**src/rtl/alu_seq_pkg.sv**
```systemverilog
`default_nettype none
// ============================================================================
// Module   : alu_seq_pkg
// Desc     : Shared opcode, flag-index and state encodings for alu_seq.
// Revision : 1.0 - initial release
// ============================================================================
package alu_seq_pkg;

    localparam logic [3:0] c_op_and = 4'h0;
    localparam logic [3:0] c_op_eor = 4'h1;
    localparam logic [3:0] c_op_sub = 4'h2;
    localparam logic [3:0] c_op_rsb = 4'h3;
    localparam logic [3:0] c_op_add = 4'h4;
    localparam logic [3:0] c_op_adc = 4'h5;
    localparam logic [3:0] c_op_sbc = 4'h6;
    localparam logic [3:0] c_op_rsc = 4'h7;
    localparam logic [3:0] c_op_tst = 4'h8;
    localparam logic [3:0] c_op_teq = 4'h9;
    localparam logic [3:0] c_op_cmp = 4'hA;
    localparam logic [3:0] c_op_cmn = 4'hB;
    localparam logic [3:0] c_op_orr = 4'hC;
    localparam logic [3:0] c_op_mov = 4'hD;
    localparam logic [3:0] c_op_bic = 4'hE;
    localparam logic [3:0] c_op_mvn = 4'hF;

    localparam int c_flag_n = 3;
    localparam int c_flag_z = 2;
    localparam int c_flag_c = 1;
    localparam int c_flag_v = 0;

    localparam logic [1:0] c_st_idle = 2'd0;
    localparam logic [1:0] c_st_mul  = 2'd1;
    localparam logic [1:0] c_st_done = 2'd2;

    // TST/TEQ/CMP/CMN occupy 8..11: always set flags, never write Rd.
    function automatic logic op_is_test(input logic [3:0] op);
        return (op[3:2] == 2'b10);
    endfunction

endpackage
`default_nettype wire

```
**src/rtl/alu_seq_mul.sv**
```systemverilog
`default_nettype none
// ============================================================================
// Module   : alu_seq_mul
// Desc     : Iterative shift-add multiplier, MUL_BITS_PER_CYCLE bits per step.
// Config   : ALU_SEQ_EARLY_TERM_EN - stop once remaining multiplier bits are 0.
// Revision : 1.0 - initial release
// ============================================================================
module alu_seq_mul #(
    parameter int WIDTH              = 32,
    parameter int MUL_BITS_PER_CYCLE = 1
) (
    input  logic             clk,
    input  logic             rst,
    input  logic             start,
    input  logic [WIDTH-1:0] a,
    input  logic [WIDTH-1:0] b,
    input  logic [WIDTH-1:0] c,
    input  logic             acc,
    output logic             busy,
    output logic             done,
    output logic [WIDTH-1:0] product
);

    localparam int c_iters = WIDTH / MUL_BITS_PER_CYCLE;
    localparam int c_cw    = $clog2(c_iters + 1);
    localparam logic [c_cw-1:0] c_iter_cnt = c_cw'(c_iters);
    localparam logic [c_cw-1:0] c_last     = c_cw'(1);

    logic [WIDTH-1:0] r_acc;
    logic [WIDTH-1:0] r_mcand;
    logic [WIDTH-1:0] r_mplier;
    logic [c_cw-1:0]  r_count;
    logic [WIDTH-1:0] w_partial;
    logic [WIDTH-1:0] w_acc_nxt;

    always_comb begin
        w_partial = '0;
        for (int i = 0; i < MUL_BITS_PER_CYCLE; i++) begin
            if (r_mplier[i]) begin
                w_partial = w_partial + (r_mcand << i);
            end
        end
        w_acc_nxt = r_acc + w_partial;
    end

    assign busy    = (r_count != '0);
    assign product = w_acc_nxt;

`ifdef ALU_SEQ_EARLY_TERM_EN
    logic [WIDTH-1:0] w_rest;
    assign w_rest = r_mplier >> MUL_BITS_PER_CYCLE;
    assign done   = busy && ((r_count == c_last) || (w_rest == '0));
`else
    assign done   = busy && (r_count == c_last);
`endif

    // product is combinational on the final step so the caller can register it on that edge.
    always_ff @(posedge clk or posedge rst) begin
        if (rst) begin
            r_acc    <= '0;
            r_mcand  <= '0;
            r_mplier <= '0;
            r_count  <= '0;
        end else if (start) begin
            r_acc    <= acc ? c : '0;
            r_mcand  <= a;
            r_mplier <= b;
            r_count  <= c_iter_cnt;
        end else if (busy) begin
            r_acc    <= w_acc_nxt;
            r_mcand  <= r_mcand << MUL_BITS_PER_CYCLE;
            r_mplier <= r_mplier >> MUL_BITS_PER_CYCLE;
            r_count  <= done ? '0 : r_count - c_last;
        end
    end

endmodule
`default_nettype wire

```
**src/rtl/alu_seq.sv**
```systemverilog
`default_nettype none
// ============================================================================
// Module   : alu_seq
// Desc     : Registered ARM data-processing ALU with iterative MUL/MLA and
//            valid/ready handshakes on request and result sides.
// Config   : ALU_SEQ_EARLY_TERM_EN - early exit of the multiply iteration.
// Revision : 1.0 - initial release
// ============================================================================
module alu_seq
    import alu_seq_pkg::*;
#(
    parameter int WIDTH              = 32,
    parameter int MUL_BITS_PER_CYCLE = 1
) (
    input  logic             clk,
    input  logic             rst,
    input  logic             in_valid,
    output logic             in_ready,
    input  logic [3:0]       opcode,
    input  logic             is_mul,
    input  logic             accumulate,
    input  logic             setflags,
    input  logic [WIDTH-1:0] dataina,
    input  logic [WIDTH-1:0] datainb,
    input  logic [WIDTH-1:0] datainc,
    input  logic             shiftcarry,
    input  logic [3:0]       flagsin,
    output logic             out_valid,
    input  logic             out_ready,
    output logic [WIDTH-1:0] dataout,
    output logic [3:0]       flagsout,
    output logic             writeback
);

    logic [1:0]       r_state;
    logic [WIDTH-1:0] r_dataout;
    logic [3:0]       r_flagsout;
    logic             r_writeback;
    logic [3:0]       r_mul_flags;
    logic             r_mul_s;

    logic [1:0]       w_state_nxt;
    logic             w_accept;
    logic             w_ld_alu;
    logic             w_ld_mul;
    logic             w_mul_start;
    logic             w_mul_busy;
    logic             w_mul_done;
    logic [WIDTH-1:0] w_product;
    logic [3:0]       w_mul_flags;

    logic [WIDTH-1:0] w_x;
    logic [WIDTH-1:0] w_y;
    logic             w_cin;
    logic             w_arith;
    logic [WIDTH:0]   w_sum;
    logic [WIDTH-1:0] w_logic;
    logic [WIDTH-1:0] w_res;
    logic [3:0]       w_alu_flags;

    alu_seq_mul #(
        .WIDTH              (WIDTH),
        .MUL_BITS_PER_CYCLE (MUL_BITS_PER_CYCLE)
    ) u_mul (
        .clk     (clk),
        .rst     (rst),
        .start   (w_mul_start),
        .a       (dataina),
        .b       (datainb),
        .c       (datainc),
        .acc     (accumulate),
        .busy    (w_mul_busy),
        .done    (w_mul_done),
        .product (w_product)
    );

    // Subtract-type ops add the inverted operand, so carry-out is already NOT-borrow.
    always_comb begin
        w_x     = dataina;
        w_y     = datainb;
        w_cin   = 1'b0;
        w_arith = 1'b1;
        case (opcode)
            c_op_sub, c_op_cmp: begin w_y = ~datainb; w_cin = 1'b1; end
            c_op_sbc:           begin w_y = ~datainb; w_cin = flagsin[c_flag_c]; end
            c_op_rsb:           begin w_x = datainb; w_y = ~dataina; w_cin = 1'b1; end
            c_op_rsc:           begin w_x = datainb; w_y = ~dataina; w_cin = flagsin[c_flag_c]; end
            c_op_add, c_op_cmn: w_cin = 1'b0;
            c_op_adc:           w_cin = flagsin[c_flag_c];
            default:            w_arith = 1'b0;
        endcase
        w_sum = {1'b0, w_x} + {1'b0, w_y} + {{WIDTH{1'b0}}, w_cin};

        case (opcode)
            c_op_and, c_op_tst: w_logic = dataina & datainb;
            c_op_eor, c_op_teq: w_logic = dataina ^ datainb;
            c_op_orr:           w_logic = dataina | datainb;
            c_op_mov:           w_logic = datainb;
            c_op_bic:           w_logic = dataina & ~datainb;
            c_op_mvn:           w_logic = ~datainb;
            default:            w_logic = '0;
        endcase
        w_res = w_arith ? w_sum[WIDTH-1:0] : w_logic;

        w_alu_flags = flagsin;
        if (setflags || op_is_test(opcode)) begin
            w_alu_flags[c_flag_n] = w_res[WIDTH-1];
            w_alu_flags[c_flag_z] = (w_res == '0);
            w_alu_flags[c_flag_c] = w_arith ? w_sum[WIDTH] : shiftcarry;
            if (w_arith) begin
                w_alu_flags[c_flag_v] = (w_x[WIDTH-1] == w_y[WIDTH-1]) &&
                                        (w_res[WIDTH-1] != w_x[WIDTH-1]);
            end
        end
    end

    always_comb begin
        w_mul_flags = r_mul_flags;
        if (r_mul_s) begin
            w_mul_flags[c_flag_n] = w_product[WIDTH-1];
            w_mul_flags[c_flag_z] = (w_product == '0);
        end
    end

    assign in_ready = ((r_state == c_st_idle) && !w_mul_busy) ||
                      ((r_state == c_st_done) && out_ready);
    assign w_accept = in_valid && in_ready;

    always_comb begin
        w_state_nxt = r_state;
        w_ld_alu    = 1'b0;
        w_ld_mul    = 1'b0;
        w_mul_start = 1'b0;
        case (r_state)
            c_st_mul: begin
                if (w_mul_done) begin
                    w_state_nxt = c_st_done;
                    w_ld_mul    = 1'b1;
                end
            end
            c_st_done: if (out_ready) w_state_nxt = c_st_idle;
            c_st_idle: w_state_nxt = c_st_idle;
            default:   w_state_nxt = c_st_idle;
        endcase
        // An accept in DONE behaves exactly like one in IDLE.
        if (w_accept) begin
            if (is_mul) begin
                w_state_nxt = c_st_mul;
                w_mul_start = 1'b1;
            end else begin
                w_state_nxt = c_st_done;
                w_ld_alu    = 1'b1;
            end
        end
    end

    always_ff @(posedge clk or posedge rst) begin
        if (rst) begin
            r_state     <= c_st_idle;
            r_dataout   <= '0;
            r_flagsout  <= '0;
            r_writeback <= 1'b0;
            r_mul_flags <= '0;
            r_mul_s     <= 1'b0;
        end else begin
            r_state <= w_state_nxt;
            if (w_mul_start) begin
                r_mul_flags <= flagsin;
                r_mul_s     <= setflags;
            end
            if (w_ld_alu) begin
                r_dataout   <= w_res;
                r_flagsout  <= w_alu_flags;
                r_writeback <= !op_is_test(opcode);
            end else if (w_ld_mul) begin
                r_dataout   <= w_product;
                r_flagsout  <= w_mul_flags;
                r_writeback <= 1'b1;
            end
        end
    end

    assign out_valid = (r_state == c_st_done);
    assign dataout   = r_dataout;
    assign flagsout  = r_flagsout;
    assign writeback = r_writeback;

endmodule
`default_nettype wire

```
**config.mk**
```make
export PLATFORM = sky130hd
export DESIGN_NAME = alu_seq
export DESIGN_NICKNAME = d
export VERILOG_FILES = /design/src/rtl/alu_seq_pkg.sv /design/src/rtl/alu_seq_mul.sv /design/src/rtl/alu_seq.sv
export SDC_FILE = /design/constraint.sdc
export NUM_CORES = 1
export LEC_CHECK = 0
export ABC_AREA = 1
export ABC_CLOCK_PERIOD_IN_PS = 7750
export CAP_MARGIN = 40
export CORE_MARGIN = 2
export CORE_UTILIZATION = 56
export DETAILED_ROUTE_END_ITERATION = 8
export GPL_ROUTABILITY_DRIVEN = 1
export MAX_ROUTING_LAYER = met4
export PLACE_DENSITY = 0.76
export SLEW_MARGIN = 0
export SYNTH_ARGS = -nofsm -noshare
export SYNTH_HDL_FRONTEND = slang
export SYNTH_SLANG_ARGS = --single-unit
```
**constraint.sdc**
```tcl
create_clock -name clk -period 7.75 [get_ports clk]
set_clock_uncertainty 0.2 [all_clocks]
set_input_delay 1.9375 -clock clk [delete_from_list [all_inputs] [get_ports clk]]
set_output_delay 1.9375 -clock clk [all_outputs]
set_load 0.02 [all_outputs]
```
==> results of run 1 <==
[power breakdown]
| part | switching, mW | internal, mW |
|---|---|---|
| clock network | 0.394 | 0.458 |
| registers | 0.260 | 1.08 |
| logic | 1.57 | 0.864 |
[final cells by class]
type | instances | area share [%]
clock buffer | 17 | 2.54
timing repair buffer | 168 | 10.0
tap | 330 | 2.46
clock inverter | 15 | 0.947
sequential | 146 | 21.8
inverter | 349 | 7.84
multi-input combinational | 1751 | 54.4
[synth_stat cells (all sizes together)]
cell type / instances
clkinv: 2
nor3: 24
o31ai: 4
nand4: 34
dfrtp: 146
o21bai: 5
nand3: 116
a31oi: 8
o221ai: 70
o22ai: 2
clkbuf: 47
nand2: 828
o21a: 1
a21o: 1
or2: 6
xor2: 27
nand3b: 10
a211oi: 8
xnor2: 3
nor2: 183
a21oi: 96
inv: 347
and2: 4
a21boi: 2
fa: 3
o211ai: 39
a2111o: 1
a22oi: 39
o2111ai: 14
buf: 32
a221oi: 2
ha: 96
nor4: 3
o21ai: 122
[registers in the layout, indices dropped and copies added, names as in the netlist]
name            count
writeback           1
r_mul_flags         4
u_mul.r_mcand      32
u_mul.r_count       6
u_mul.r_mplier     32
u_mul.r_acc        32
r_mul_s             1
r_state             2
flagsout            4
dataout            32
[per-stage QoR]
step	total power, mW	instance area, µm²	hold slack [ps]	util (%)
final	4.63	16800	295	66.4
after global routing	4.91	16800	309	66.4
after CTS	4.55	16800	286	66.4
after detailed placement	3.68	16200	263	64.1
after global placement	3.60	16100	253	63.8
after floorplan	2.81	14500	237	-
[routing by layer]
metal | part of all wire (%) | wire length [µm] | GRT usage, %
met5 | 0 | 0 | -
met4 | 6.8 | 3830 | 24.3
met3 | 9.8 | 5520 | 8.09
met2 | 44 | 24800 | 66.3
met1 | 39 | 22200 | 52.8
[tightest hold or removal path, cell delays in order, from the launching register on]
cell                      delay [ps]
sky130_fd_sc_hd__dfrtp_1         360
sky130_fd_sc_hd__nand2_1          60
sky130_fd_sc_hd__nand2_1          50
[kinds of logic after synthesis]
kind of cell / Yosys count
compound gates: 414
buf+inv: 428
fa+ha+maj: 99
flops: 146
xor+xnor: 30
simple gates: 1208
[final timing paths]
| kind | cells past startpoint | to | slack [ps] | start |
|---|---|---|---|---|
| max reg2reg | 10 | dataout[26] | 3800 | u_mul.r_count[0] |
| min reg2reg | 2 | r_mul_flags[2] | 300 | r_mul_flags[2] |
| max | 28 | flagsout[2] | 1300 | opcode[1] |
| min | 2 | r_mul_flags[2] | 300 | r_mul_flags[2] |
| min in group asynchronous | 2 | u_mul.r_mcand[3] | 1860 | rst |
| max in group asynchronous | 3 | dataout[18] | 4140 | rst |
==> flow_metrics.tcl, run 1 <==
set metrics [dict create \
    min-delay-path-class "flip-flop to flip-flop" \
    drt_iter0_drc 2007 \
    mappedNetlistArea_um2 14500 \
    dp_hpwl_um 42600 \
    vias 16800 \
    cts.sinks 146 \
    final-seq-area_um2 3650 \
    timing.max_cap.violations 0 \
    largest_net_degree_at_the_start_of_global_routing 91 \
    dominant_combinational_cell_family_by_area_after_synthesis "simple AND/OR/NAND/NOR gates" \
    grt.overflow.total 0 \
    grt_setup_unrepaired "no" \
    first_global_vias 15900 \
    timing.slew.headroom_pct 40.3 \
    synthDistinctLibCells 44 \
    die_y_um 165 \
    report.final.slew_viol_count 0 \
    worstPathArrival_ps 6620 \
    layout.cells.non_filler 2776 \
    path_delay_family "simple AND/OR/NAND/NOR gates" \
    final_layout_size_suffix_gt1_share_pct 3.31 \
    areaGrowthSynthToFinish_pct 16.0 \
    route.antenna.remaining_nets 0 \
    power.density_cell_area_nw_per_um2 276 \
    crit_slowest_cell "sky130_fd_sc_hd__clkdlybuf4s50_1" \
    cpMostUsedCell "sky130_fd_sc_hd__nand2_1" \
    fin_nets 2644 \
    wire_per_inst_um 20.3 \
    area_of_the_multi_input_gates_um2 9130 \
    path_clk_slew_ps 80 \
    yosys-mux-area-fraction_pct 0 \
    worst_setup_timing_slack_at_the_placement_stage_ps 1040 \
    postCtsHoldBufs 0 \
    place_inst 2744 \
    tritoncts "yes" \
    layout.cells.most_common_list "sky130_fd_sc_hd__nand2_1, sky130_fd_sc_hd__inv_1, sky130_fd_sc_hd__nor2_1, sky130_fd_sc_hd__clkdlybuf4s50_1, sky130_fd_sc_hd__dfrtp_1" \
    yosys.area.top_type_share_pct 25.3 \
    p_leak_nw 8.70 \
    io_buffers 150 \
    antenna_found_initial 0 \
    synth_area_leader_cell "sky130_fd_sc_hd__dfrtp_1" \
    n_fill_cell 2295 \
    finalHoldViolCount 0 \
    required_ps 7930 \
    grtUsageTotal_pct 42.9 \
    cts.path.max_buffers 2 \
    min_period_ps 6450 \
    standard_cell_rows 58 \
    synth_area_per_cell_um2 6.22 \
    ys_ff_latch 146 \
    post_synth_main_area_contributors "sky130_fd_sc_hd__dfrtp_1, sky130_fd_sc_hd__nand2_1, sky130_fd_sc_hd__inv_1" \
    status "completed" \
    fp.coreArea_um2 25300 \
    yosys.area_share.adder_pct 8.72 \
    critical_path.n_buffers_inverters 4 \
    worst_ir_drop_vdd_mv 0.244 \
    ios 151 \
    cp_slowest_stage_delay_ps 590 \
    gp_routability_congestion 1.03 \
    timing.final.setup_violations 0 \
    initial_core_util_pct 57.2 \
    share_of_synthesized_cell_area_in_and_or_nand_and_nor_gates_pct 34.0 \
    die_w_um 165 \
    cts_resized 0 \
    dr.pass1.iters 7 \
    wire_length_of_the_first_global_routing_pass_um 86500 \
    setup_total_negative_slack_ps 0 \
    synth_xor_area_share_pct 1.82 \
    ctsRootBufferMaster "sky130_fd_sc_hd__clkbuf_16" \
    max_clock_freq_mhz 155 \
    cp-end-kind "flip-flop" \
    critical_path.max_fanout 63 \
    syn_inst_count 2325 \
    compound_gate_fraction_of_synth_area_pct 18.5 \
    yosysWarningCount 0 \
    layout_commonest_cell "sky130_fd_sc_hd__nand2_1" \
    antenna-diode-count 0 \
    drt-total-wl_um 56400 \
    seq_area_frac_synth_pct 25.3 \
    critPathKind "input pin to flip-flop" \
    detail_route.drc_violations 0 \
    startpoint_type_of_the_worst_setup_path "input pin" \
    cts_max_level 4 \
    vias_per_cell 6.06 \
    min_period_over_period_pct 83.2 \
    syn-num-nets 2536 \
    clk-insertion-delay-late_ps 440 \
    number_of_buffers_inserted_by_post_cts_setup_repair 0 \
    cts_buffers 17 \
    die_area_um2 27100 \
    setup_ws_ps 1300 \
    worst-slew-pin-transition_ps 896 \
]
Note: power is estimated with default switching activity, not from simulation.
==> inputs of run 2 (changes only) <==
ABC_CLOCK_PERIOD_IN_PS = 6500   (was 7750)
clock period = 6.5 ns   (was 7.75 ns; I/O delays follow)
==> flow_metrics.tcl, run 2 (synthesis gave the netlist of run 1 again) <==
set metrics [dict create \
    cp_slowest_stage_delay_ps 600 \
    number_of_buffers_inserted_by_post_cts_setup_repair 0 \
    cp-end-kind "flip-flop" \
    wire_per_inst_um 20.6 \
    min_period_ps 5550 \
    die_w_um 165 \
    ctsRootBufferMaster "sky130_fd_sc_hd__clkbuf_16" \
    die_y_um 165 \
    first_global_vias 16200 \
    dr.pass1.iters 7 \
    standard_cell_rows 58 \
    min_period_over_period_pct 85.4 \
    fp.coreArea_um2 25300 \
    worstPathArrival_ps 5730 \
    power.density_cell_area_nw_per_um2 327 \
    clk-insertion-delay-late_ps 440 \
    cts.path.max_buffers 2 \
    timing.slew.headroom_pct 51.1 \
    min-delay-path-class "flip-flop to flip-flop" \
    layout_commonest_cell "sky130_fd_sc_hd__nand2_1" \
    timing.max_cap.violations 0 \
    antenna_found_initial 2 \
    required_ps 6680 \
    largest_net_degree_at_the_start_of_global_routing 65 \
    route.antenna.remaining_nets 0 \
    critPathKind "input pin to flip-flop" \
    vias_per_cell 6.15 \
    drt_iter0_drc 2183 \
    cts_buffers 17 \
    status "completed" \
    path_clk_slew_ps 70 \
    initial_core_util_pct 57.2 \
    worst-slew-pin-transition_ps 734 \
    worst_ir_drop_vdd_mv 0.331 \
    critical_path.n_buffers_inverters 3 \
    max_clock_freq_mhz 180 \
    crit_slowest_cell "sky130_fd_sc_hd__clkdlybuf4s50_1" \
    final_layout_size_suffix_gt1_share_pct 3.43 \
    cts.sinks 146 \
    cpMostUsedCell "sky130_fd_sc_hd__nand2_1" \
    die_area_um2 27100 \
    startpoint_type_of_the_worst_setup_path "input pin" \
    vias 17100 \
    path_delay_family "simple AND/OR/NAND/NOR gates" \
    cts_resized 0 \
    setup_total_negative_slack_ps 0 \
    report.final.slew_viol_count 0 \
    grt_setup_unrepaired "no" \
    cts_max_level 4 \
    postCtsHoldBufs 0 \
    setup_ws_ps 947 \
    drt-total-wl_um 57200 \
    critical_path.max_fanout 34 \
    layout.cells.most_common_list "sky130_fd_sc_hd__nand2_1, sky130_fd_sc_hd__inv_1, sky130_fd_sc_hd__nor2_1, sky130_fd_sc_hd__clkdlybuf4s50_1, sky130_fd_sc_hd__dfrtp_1" \
    areaGrowthSynthToFinish_pct 16.1 \
    detail_route.drc_violations 0 \
    tritoncts "yes" \
    grtUsageTotal_pct 44.1 \
    gp_routability_congestion 1.02 \
    finalHoldViolCount 0 \
    timing.final.setup_violations 0 \
    io_buffers 150 \
    p_leak_nw 8.70 \
    ios 151 \
    grt.overflow.total 0 \
    fin_nets 2647 \
    dp_hpwl_um 43400 \
    worst_setup_timing_slack_at_the_placement_stage_ps 618 \
    wire_length_of_the_first_global_routing_pass_um 88500 \
]
run 2: worst min-delay path, stage by stage (launching register included):
cell and delay (ps):
sky130_fd_sc_hd__dfrtp_1 350, sky130_fd_sc_hd__nand2_1 60, sky130_fd_sc_hd__nand2_1 50
run 2: stage by stage:
step	utilization [%]	instances	area, µm²	hold WS [ps]	total power [mW]
3_5_place_dp	64.2	2747	16200	259	4.42
3_3_place_gp	63.9	2742	16100	254	4.30
2_1_floorplan	-	2325	14500	237	3.35
4_1_cts	66.5	2779	16800	275	5.38
5_1_grt	66.5	2780	16800	299	5.83
6_report	66.5	2780	16800	285	5.49
run 2: area by class of cell:
cell class              count  area (µm²)
inverters                 349        1320
diodes                      1        2.50
clock inverters            14         125
repair buffers            171        1710
multi-input cells        1751        9130
flip-flops and latches    146        3650
fillers                  2275        8470
clock buffers              18         439
well taps                 330         413
run 2: final timing paths:
check / start / cells after the start / end / slack, ps
worst max-delay path: opcode[1] / 25 / flagsout[2] / 950
worst min register to register: r_mul_flags[2] / 2 / r_mul_flags[2] / 290
max in group asynchronous: rst / 3 / r_mul_flags[3] / 3540
worst min-delay path: r_mul_flags[2] / 2 / r_mul_flags[2] / 290
min in group asynchronous: rst / 2 / u_mul.r_acc[8] / 1480
worst max register to register: u_mul.r_count[0] / 10 / dataout[4] / 2330
run 2: power by group:
part | switching, mW | leakage [nW] | internal, mW
Sequential | 0.310 | 1.81 | 1.28
Combinational | 1.91 | 6.61 | 1.03
Clock | 0.449 | 0.274 | 0.511
run 2: layer usage:
layer / GRT usage [%] / vias up / routed length [µm]
met2: 66.5 / 1133 / 25300
met4: 26.0 / 0 / 3900
met5: - / - / 0
met3: 10.8 / 302 / 6430
met1: 53.7 / 7807 / 21600
li1: - / 7852 / -
